<file path="src/rtl/alu_seq_nbit.sv">
// Registered N-bit ALU: single-cycle arithmetic/logic ops with registered flags,
// plus an unsigned shift-add multiplier that takes N cycles behind busy/done.
module alu_seq_nbit #(
  parameter  int N  = 8,
  localparam int CW = $clog2(N+1)
) (
  input  logic         clk,
  input  logic         rst,
  input  logic         start,
  input  logic [3:0]   mode,
  input  logic [N-1:0] A,
  input  logic [N-1:0] B,
  input  logic         CB_in,
  output logic         busy,
  output logic         done,
  output logic [N-1:0] res,
  output logic [N-1:0] res_hi,
  output logic         CB_out,
  output logic         zero,
  output logic         neg,
  output logic         ovf,
  output logic         err
);

  localparam logic [3:0] M_ADD = 4'd0;
  localparam logic [3:0] M_SUB = 4'd1;
  localparam logic [3:0] M_AND = 4'd2;
  localparam logic [3:0] M_OR  = 4'd3;
  localparam logic [3:0] M_XOR = 4'd4;
  localparam logic [3:0] M_NOT = 4'd5;
  localparam logic [3:0] M_INC = 4'd6;
  localparam logic [3:0] M_DEC = 4'd7;
  localparam logic [3:0] M_MUL = 4'd8;

  typedef enum logic {S_IDLE, S_MUL} state_t;

  state_t           state_q;
  logic             busy_q, done_q, co_q, zero_q, neg_q, ovf_q, err_q;
  logic [N-1:0]     res_q, res_hi_q;
  logic [2*N-1:0]   acc_q, mcand_q;
  logic [N-1:0]     mplier_q;
  logic [CW-1:0]    cnt_q;

  logic [N:0]       wide_d;
  logic [N-1:0]     op_res_d;
  logic             op_co_d, op_ovf_d, op_err_d;
  logic [2*N-1:0]   acc_d;

  always_comb begin
    wide_d   = '0;
    op_res_d = '0;
    op_co_d  = 1'b0;
    op_ovf_d = 1'b0;
    op_err_d = 1'b0;
    case (mode)
      M_ADD: begin
        wide_d   = {1'b0, A} + {1'b0, B} + {{N{1'b0}}, CB_in};
        op_res_d = wide_d[N-1:0];
        op_co_d  = wide_d[N];
        op_ovf_d = (A[N-1] == B[N-1]) && (wide_d[N-1] != A[N-1]);
      end
      M_SUB: begin
        wide_d   = {1'b0, A} - {1'b0, B} - {{N{1'b0}}, CB_in};
        op_res_d = wide_d[N-1:0];
        op_co_d  = wide_d[N];
        op_ovf_d = (A[N-1] != B[N-1]) && (wide_d[N-1] != A[N-1]);
      end
      M_AND: op_res_d = A & B;
      M_OR:  op_res_d = A | B;
      M_XOR: op_res_d = A ^ B;
      M_NOT: op_res_d = ~A;
      M_INC: begin
        wide_d   = {1'b0, A} + {{N{1'b0}}, 1'b1};
        op_res_d = wide_d[N-1:0];
        op_co_d  = wide_d[N];
        op_ovf_d = !A[N-1] && wide_d[N-1];
      end
      M_DEC: begin
        wide_d   = {1'b0, A} - {{N{1'b0}}, 1'b1};
        op_res_d = wide_d[N-1:0];
        op_co_d  = (A == '0);
        op_ovf_d = A[N-1] && !wide_d[N-1];
      end
      M_MUL: op_err_d = 1'b0;
      default: op_err_d = 1'b1;
    endcase
  end

  // Partial product after folding in the current multiplier bit.
  assign acc_d = acc_q + (mplier_q[0] ? mcand_q : '0);

  always_ff @(posedge clk) begin
    if (rst) begin
      state_q  <= S_IDLE;
      busy_q   <= 1'b0;
      done_q   <= 1'b0;
      res_q    <= '0;
      res_hi_q <= '0;
      co_q     <= 1'b0;
      zero_q   <= 1'b0;
      neg_q    <= 1'b0;
      ovf_q    <= 1'b0;
      err_q    <= 1'b0;
      acc_q    <= '0;
      mcand_q  <= '0;
      mplier_q <= '0;
      cnt_q    <= '0;
    end else begin
      done_q <= 1'b0;
      case (state_q)
        S_IDLE: begin
          if (start) begin
            if (mode == M_MUL) begin
              mcand_q  <= {{N{1'b0}}, A};
              mplier_q <= B;
              acc_q    <= '0;
              cnt_q    <= CW'(N-1);
              busy_q   <= 1'b1;
              state_q  <= S_MUL;
            end else begin
              res_q    <= op_res_d;
              res_hi_q <= '0;
              co_q     <= op_co_d;
              zero_q   <= (op_res_d == '0);
              neg_q    <= op_res_d[N-1];
              ovf_q    <= op_ovf_d;
              err_q    <= op_err_d;
              done_q   <= 1'b1;
            end
          end
        end
        S_MUL: begin
          acc_q    <= acc_d;
          mcand_q  <= mcand_q << 1;
          mplier_q <= mplier_q >> 1;
          if (cnt_q == '0) begin
            res_q    <= acc_d[N-1:0];
            res_hi_q <= acc_d[2*N-1:N];
            co_q     <= 1'b0;
            zero_q   <= (acc_d == '0);
            neg_q    <= acc_d[N-1];
            ovf_q    <= 1'b0;
            err_q    <= 1'b0;
            done_q   <= 1'b1;
            busy_q   <= 1'b0;
            state_q  <= S_IDLE;
          end else begin
            cnt_q <= cnt_q - 1'b1;
          end
        end
        default: state_q <= S_IDLE;
      endcase
    end
  end

  assign busy   = busy_q;
  assign done   = done_q;
  assign res    = res_q;
  assign res_hi = res_hi_q;
  assign CB_out = co_q;
  assign zero   = zero_q;
  assign neg    = neg_q;
  assign ovf    = ovf_q;
  assign err    = err_q;

endmodule

</file>
<file path="config.mk">
export PLATFORM = sky130hd
export DESIGN_NAME = alu_seq_nbit
export DESIGN_NICKNAME = d
export VERILOG_FILES = /design/src/rtl/alu_seq_nbit.sv
export SDC_FILE = /design/constraint.sdc
export NUM_CORES = 1
export LEC_CHECK = 0
export CORE_ASPECT_RATIO = 0.8
export CORE_UTILIZATION = 59
export CTS_CLUSTER_DIAMETER = 60
export DETAILED_ROUTE_END_ITERATION = 16
export PLACE_DENSITY = 0.8
export REMOVE_ABC_BUFFERS = 1
export SLEW_MARGIN = 20
export SYNTH_ARGS = -nofsm -noshare
export SYNTH_HDL_FRONTEND = slang
export SYNTH_SLANG_ARGS = --single-unit
</file>
<file path="constraint.sdc">
create_clock -name clk -period 4.1 [get_ports clk]
set_clock_uncertainty 0.2 [all_clocks]
set_input_delay 0.82 -clock clk [delete_from_list [all_inputs] [get_ports clk]]
set_output_delay 0.82 -clock clk [all_outputs]
set_load 0.02 [all_outputs]
</file>
==> impl_metrics.env <==
export IMPL_holdPathStages=2
export IMPL_synth_xor_area_share_pct=5.496
export IMPL_fmax_mhz=257.2
export IMPL_hold_start="res_hi[0]$_SDFFE_PP0P_"
export IMPL_syn_area_um2=5328
export IMPL_cp_max_fo=3
export IMPL_min_to="res_hi[0]$_SDFFE_PP0P_"
export IMPL_swShare_pct=28.24
export IMPL_syn_to_final_growth_pct=17.47
export IMPL_first_pass_iters=5
export IMPL_p_per_area_nw_per_um2=283.2
export IMPL_layout_commonest_cell="nor2_1"
export IMPL_post_dp_hpwl_um=10870
export IMPL_highest_layer="met4"
export IMPL_timing_rr_start="mplier_q[0]$_SDFFE_PP0P_"
export IMPL_r2r_cells=11
export IMPL_die_w_um=108.2
export IMPL_synthMuxAreaShare_pct=1.574
export IMPL_slowest_stage="clkdlybuf4s50_1"
export IMPL_rrSetupSlack_ns=0.52
export IMPL_synth_flop_cell="dfxtp_1"
export IMPL_synthTopCellsByArea="dfxtp_1 25%, ha_1 12%, nor2_1 7.9%"
export IMPL_cts_tree="built"
export IMPL_met3WireLength_um=1191
export IMPL_place_inst=852
export IMPL_diodes=0
export IMPL_route_met2_wl_um=6313
export IMPL_grt_max_degree=69
export IMPL_p_switching_uw=500.5
export IMPL_synth_top_family_by_area="simple AND/OR/NAND/NOR gates"
export IMPL_drc=0
export IMPL_start_kind="primary input"
export IMPL_io_buffer_count=46
export IMPL_wl_met1_um=7317
export IMPL_cts_inserted_buffers=9
export IMPL_synth_distinct_cells=74
export IMPL_finalSetupViolCount=0
export IMPL_synth_fa_ha_area_share_pct=13.86
export IMPL_final_min_clock_period_ns=3.888
export IMPL_layout_common_cells="112 x nor2_1, 80 x a21oi_1, 66 x dfxtp_1"
export IMPL_synthCells=703
export IMPL_start_util_pct=61.71
export IMPL_period_share_pct=94.83
export IMPL_reg2reg_to="zero$_SDFFE_PP0P_"
export IMPL_placement_cell_area_um2=5984
export IMPL_final_hold_viol_count=0
export IMPL_clkSinkCount=67
export IMPL_synth_edf_count=0
export IMPL_finalPower_mw=1.772
export IMPL_die_area_um2=9416
export IMPL_cts_root_buf="clkbuf_16"
export IMPL_grt_total_usage_pct=33.68
export IMPL_synth_avg_cell_area_um2=7.578
export IMPL_post_route_util_pct=72.49
export IMPL_clk_latency_ns=0.34
export IMPL_pwr_share_seq_pct=38.0
export IMPL_grt_pass1_vias=4839
export IMPL_synth_async_reset_ratio_pct=0
export IMPL_tightest_slew_ns=0.7475
export IMPL_vias_per_cell=6.166
export IMPL_grt_first_pass_wirelength_um=24400
export IMPL_p_comb_share_pct=21.9
export IMPL_grt_setup_unrepaired="no"
export IMPL_internal_power_mw=1.272
export IMPL_row_count=30
export IMPL_htree_levels=3
export IMPL_pre_cts_slack_ns=-0.1043
export IMPL_ys_seq_area_share_pct=25.18
export IMPL_p_leak_nw=2.718
export IMPL_critical_path_class="in -> reg"
export IMPL_fin_nets=831
export IMPL_overflow=0
export IMPL_critPathMaxStageDelay_ns=0.53
export IMPL_drtAntennaViolNets=0
export IMPL_synth_compound_area_share_pct=23.49
export IMPL_drive_gt1_share_pct=7.937
export IMPL_yosys_area_share_simple_pct=24.99
export IMPL_hold_class="reg -> reg"
export IMPL_fin_cells=868
export IMPL_irDropWorstVdd_mv=0.3057
export IMPL_drtIter0Drc=441
export IMPL_max_cap_violations=0
export IMPL_wl_per_cell_um=17.33
export IMPL_grt_antenna_before_repair=0
export IMPL_ys_seq_elements=67
export IMPL_clkPwrFrac_pct=40.1
export IMPL_relSlewSlack_pct=49.71
export IMPL_worstPathRequired_ns=4.15
export IMPL_synth_top_area_share_pct=25.18
export IMPL_drv_slew=0
export IMPL_pin_count=47
export IMPL_cpMostUsedCell="fa_1"
export IMPL_core_um2=8633
export IMPL_setup_ws_ns=0.2122
export IMPL_routed_wirelength_um=15040
export IMPL_vias=5352
export IMPL_synth_warnings=0
export IMPL_clk_pin_slew_ns=0.05
export IMPL_status="finished clean"
export IMPL_crit_chain="clkdlybuf4s50_1 > inv_1 > fa_1 > fa_1 > or2_0 > a32o_1 > a221oi_1 > nand4_1 > nor3_1 > and3_1 > a32oi_1 > o31ai_1"
export IMPL_n_fill_cell=717
export IMPL_crit_path_end_kind="register"
export IMPL_clock_path_buffers=2
export IMPL_fin_area_um2=6259
export IMPL_gp_congestion=0.9103
export IMPL_synth_top_area_cell="dfxtp_1"
export IMPL_cp_data_arrival_time_ns=3.94
export IMPL_die_y_um=87.00
==> synth_stat cells (3+ instances only) <==
cell and instances:
xor2_1 12, clkbuf_1 27, nor4_1 4, o31ai_1 3, nand3_1 17, inv_1 35
ha_1 51, nand2_1 53, nor3_1 18, a22o_1 3, buf_2 3, a31oi_1 6
a21oi_1 80, o21ai_0 20, mux2i_1 5, a22oi_1 8, nor2_1 112, nor3b_1 4
a221oi_1 5, a311oi_1 3, o21ai_1 4, o21bai_1 3, fa_1 5, o21a_1 3
xnor2_1 17, a21o_1 10, dfxtp_1 67, buf_1 6, o211ai_1 7, and2_1 15
a211oi_1 13, or4_1 3, nand2b_1 9, and3_1 16, nor2b_1 9, or2_2 3
==> worst max-delay path: cells and delay by family <==
kind            cells  cell delay, ns
simple gates        4            0.84
buf+inv             2            0.62
fa+ha+maj           2            0.88
compound gates      4            0.77
==> worst max path at each step <==
stage,from,end,slack (ns)
6_report,B[0],zero$_SDFFE_PP0P_,0.21
5_1_grt,B[0],zero$_SDFFE_PP0P_,0.08
4_1_cts,A[0],res[7]$_SDFFE_PP0P_,0.25
3_5_place_dp,A[0],res[7]$_SDFFE_PP0P_,-0.10
3_3_place_gp,A[0],res[7]$_SDFFE_PP0P_,-0.02
2_1_floorplan,A[0],zero$_SDFFE_PP0P_,0.75
==> what timing repair did <==
action                                  4_1_cts  5_1_grt
buffers inserted                              0        0
gates resized for setup                       0        1
hold buffers                                  0        0
endpoints found under the setup margin        0        2
==> cell type report <==
type | instances | area (um^2) | share of cell area, %
Multi-Input combinational cell | 563 | 3697 | 59.08
Tap cell | 112 | 140.1 | 2.239
Clock inverter | 2 | 10.01 | 0.1599
Clock buffer | 14 | 264.0 | 4.218
Inverter | 35 | 131.4 | 2.099
Timing Repair Buffer | 75 | 673.1 | 10.76
Sequential cell | 67 | 1343 | 21.45
==> power groups by stage <==
| stage | Sequential (mW) | Combinational [mW] | Clock (mW) |
|---|---|---|---|
| final | 0.674 | 0.389 | 0.710 |
| after global routing | 0.674 | 0.424 | 0.747 |
| after CTS | 0.673 | 0.381 | 0.721 |
| after detailed placement | 0.687 | 0.379 | 0 |
| after global placement | 0.687 | 0.369 | 0 |
| after floorplan | 0.698 | 0.208 | 0 |
==> flip-flops by register name (all words and copies together) (netlist names) <==
register / cells
CB_out: 1
zero: 1
res_hi: 8
mplier_q: 8
err: 1
res: 8
ovf: 1
acc_q: 16
done: 1
cnt_q: 4
mcand_q: 16
state_q: 1
busy: 1
==> routing by layer <==
| layer | vias to the layer above | track usage, % |
|---|---|---|
| li1 | 2593 | - |
| met2 | 229 | 49.45 |
| met5 | - | 0 |
| met1 | 2504 | 49.49 |
| met3 | 26 | 6.806 |
| met4 | 0 | 9.465 |
==> metrics by stage <==
step | setup TNS [ns] | hold WS, ns
final | 0 | 0.2505
after global routing | 0 | 0.2756
after CTS | 0 | 0.2510
after detailed placement | -0.2518 | 0.2456
after global placement | -0.03862 | 0.2383
after floorplan | 0 | 0.2297
==> cell families (layout without fill, tap and decap cells) <==
family / after synthesis / count (layout)
fa+ha+maj: 56 / 56
xor+xnor: 31 / 31
compound gates: 192 / 192
simple gates: 277 / 277
mux: 7 / 7
buf+inv: 73 / 126
flops: 67 / 67
(Power assumes the default switching activity.)
==> RTL change, RTL diff (same flow settings) <==
Put one more register stage on the output `ovf`. The value now appears one clock later. The other outputs are not delayed to match.
--- a/src/rtl/alu_seq_nbit.sv
+++ b/src/rtl/alu_seq_nbit.sv
@@ -160,7 +160,9 @@
   assign CB_out = co_q;
   assign zero   = zero_q;
   assign neg    = neg_q;
-  assign ovf    = ovf_q;
+  always_ff @(posedge clk) begin
+    ovf <= ovf_q;
+  end
   assign err    = err_q;
 
 endmodule
Formal check against the unedited RTL: not equivalent (a bounded check fails within 4 cycles, from zero or initial values and one cycle with rst high).
==> RTL change against the unedited design <==
  * Critical endpoint unchanged
  * Synthesized cell count is 1.4% higher
  * Power is 6.3% higher
  * Worst setup slack lost 0.10 ns
  * Cell count rose by 3.2%
  * Global-route usage is 3.6 points higher
  * Via count grew 5.7%
  * Synthesized area shrank 0.12%
  * Critical path type unchanged
  * Hold slack worse by 0.096 ns
  * Largest power group unchanged
  * Design area rose by 2.8%
  * Sequential cell count grew 1
  * Wire length rose by 12%
==> RTL change: results (changes against the unedited design) <==
- The clock-pin slew on the worst setup and hold paths was 0.05 ns (about the same).
- The largest fanout on the critical path is 3 (unchanged).
- The post-detailed-route via-to-cell ratio is 6.32 (+2.4%).
- The maximum vdd drop is 0.416 mV (+36%).
- The relative slew slack is 0.522 (+0.0249).
- The fraction of registers with async set or reset after synthesis is 0 (unchanged).
- After synthesis, the most frequently instantiated cells are sky130_fd_sc_hd__nor2_1 (118), sky130_fd_sc_hd__a21oi_1 (80), sky130_fd_sc_hd__dfxtp_1 (68), sky130_fd_sc_hd__ha_1 (51), sky130_fd_sc_hd__nand2_1 (50).
- The layout cell share with drive strength beyond 1 is 0.101 (+0.0214).
- The final weighted congestion of routability-driven global placement was 1.01 (+11%).
- The design internal power is 1.36 mW (+6.6%).
- The routed wire length per instance was 18.8 µm (+8.3%).
- The overall fraction of global-route tracks in use came to 0.373 (+0.0362).
- The met1 track utilization from global routing is 0.501 (+0.00577).
- The number of antenna violations at the first check in global routing is 0 (unchanged).
- The leakage dissipation came to 2.71 nW (-0.21%).
- The count of cell types in the netlist is 65 (-12%).
- Among all flip-flop cells after synthesis, the most frequent one is sky130_fd_sc_hd__dfxtp_1.
- The largest registers in the layout are acc_q: 16 flops, mcand_q: 16 flops.
- The number of cells traversed by the worst hold path is 0 (-2).
- The iteration-0 DRC count of the detailed router came to 693 (+57%).
- The beginning of the worst register-to-register path is mplier_q[0]$_SDFFE_PP0P_.
- The diode insertion count for antenna repair is 0 (unchanged).
- The maximum number of buffers from clock root to sink is 2 (unchanged).
- Yosys attributes the largest share of cell area to sky130_fd_sc_hd__dfxtp_1 (26%), sky130_fd_sc_hd__ha_1 (12%), sky130_fd_sc_hd__nor2_1 (8.3%).
- In this run the most critical hold path is launched from ovf_q$_SDFFE_PP0P_.
- The first-pass GRT wire length is 26700 µm (+9.5%).
- The path category of the worst min-delay check is reg2reg.
- The tree is rooted in a sky130_fd_sc_hd__clkbuf_16.
- The count of warnings emitted by yosys is 0 (unchanged).
- The flow ran to the end, and the final reports show no timing, DRC or antenna violations.
- The worst hold slack after final layout is 0.154 ns (-0.0964 ns).
- The number of nets at the end of the flow is 859 (+3.4%).
- The count of fill cells added during filler insertion is 667 (-7.0%).
- The number of buffers created by CTS was 9 (unchanged).
- The placement-stage cell area is 6120 µm² (+2.3%).
- The HPWL after detailed placement is 12600 µm (+16%).
- The worst-case register-to-register setup slack is 0.38 ns (-0.14 ns).
- The worst reg-to-reg path cell count came to 11 (unchanged).
- The number of maximum-capacitance constraint violations is 0 (unchanged).
- The met3 usage is 0.0927 (+0.0247).
- The end of the worst register-to-register path is zero$_SDFFE_PP0P_.
- The number of global-route vias before repair is 5318 (+9.9%).
- The sequential-to-total area share from yosys stat is 0.256 (+0.00406).
- The worst min-delay path endpoint is ovf$_DFF_P_.
- The iteration count of the initial detailed-routing pass came to 5 (unchanged).
- The met2 usage in global routing is 0.588 (+0.0932).
- The count of input and output buffers came to 46 (unchanged).
- The deepest level of the CTS H-tree is 3 (unchanged).
- The clock latency reported for the late side of the worst-skew pair came to 0.34 ns (about the same).
- The maximum number of pins on one net before global-route repair is 72 (+4.3%).
RTL change: kinds of logic after synthesis:
| family | after synthesis | share of synthesized area |
|---|---|---|
| AO/OA/AOI/OAI | 196 | 0.235 |
| flip-flops | 68 | 0.256 |
| XOR/XNOR | 28 | 0.0461 |
| adder cells (fa/ha/maj) | 56 | 0.139 |
| AND/OR/NAND/NOR | 280 | 0.253 |
| buffers and inverters | 79 | 0.0593 |
| multiplexers | 6 | 0.0115 |
RTL change: worst max-delay path: stages:
cell and delay [ns]:
sky130_fd_sc_hd__clkdlybuf4s50_1 0.43, sky130_fd_sc_hd__buf_4 0.16, sky130_fd_sc_hd__fa_1 0.60, sky130_fd_sc_hd__inv_1 0.06, sky130_fd_sc_hd__ha_1 0.18, sky130_fd_sc_hd__o21a_1 0.21, sky130_fd_sc_hd__or4_1 0.40, sky130_fd_sc_hd__nand3_1 0.10
sky130_fd_sc_hd__nand4b_1 0.12, sky130_fd_sc_hd__or4_1 0.57, sky130_fd_sc_hd__nor3_1 0.16, sky130_fd_sc_hd__a32oi_1 0.15, sky130_fd_sc_hd__o41ai_2 0.08
RTL change: power groups by stage:
stage	logic, mW	clock network (mW)	registers (mW)
after floorplan	0.203	0	0.708
after global placement	0.391	0	0.696
after detailed placement	0.401	0	0.697
after CTS	0.405	0.784	0.683
after global routing	0.448	0.815	0.684
final	0.416	0.783	0.684
RTL change: metrics by stage:
stage | std cells | worst slack (ns) | TNS (ns) | utilization
CTS | 896 | 0.0134 | 0 | 0.745
global route | 896 | 0.00454 | 0 | 0.745
finish | 896 | 0.110 | 0 | 0.745
global placement | 880 | -0.143 | -0.159 | 0.709
detailed placement | 880 | -0.298 | -0.544 | 0.709
floorplan | 671 | -0.110 | -0.110 | -
RTL change: worst max-delay path by stage:
stage                            start                 to  slack, ns
floorplan           state_q$_SDFF_PP0_  zero$_SDFFE_PP0P_      -0.11
global placement                  A[0]  zero$_SDFFE_PP0P_      -0.14
detailed placement                A[0]  zero$_SDFFE_PP0P_      -0.30
CTS                               A[0]  zero$_SDFFE_PP0P_       0.01
global route                      B[0]  zero$_SDFFE_PP0P_      0.005
finish                            B[0]  zero$_SDFFE_PP0P_       0.11
RTL change: cell type report:
type                       count  area share
clock buffer                  12      0.0399
clock inverter                 4     0.00739
inverter                      37      0.0216
multi-input combinational    566       0.567
sequential                    68       0.212
tap                          112      0.0218
timing repair buffer          97       0.130
RTL change: what timing repair did:
| item | in CTS | in global routing |
|---|---|---|
| endpoints found under the setup margin | 0 | 1 |
| setup buffers | 0 | 0 |
| resized for setup | 0 | 2 |
RTL change: metal layers:
layer  wire length, µm  up-vias
met1              7520     2687
met4               252        0
met2              7440      285
li1                  -     2662
met5                 0        -
met3              1600       25
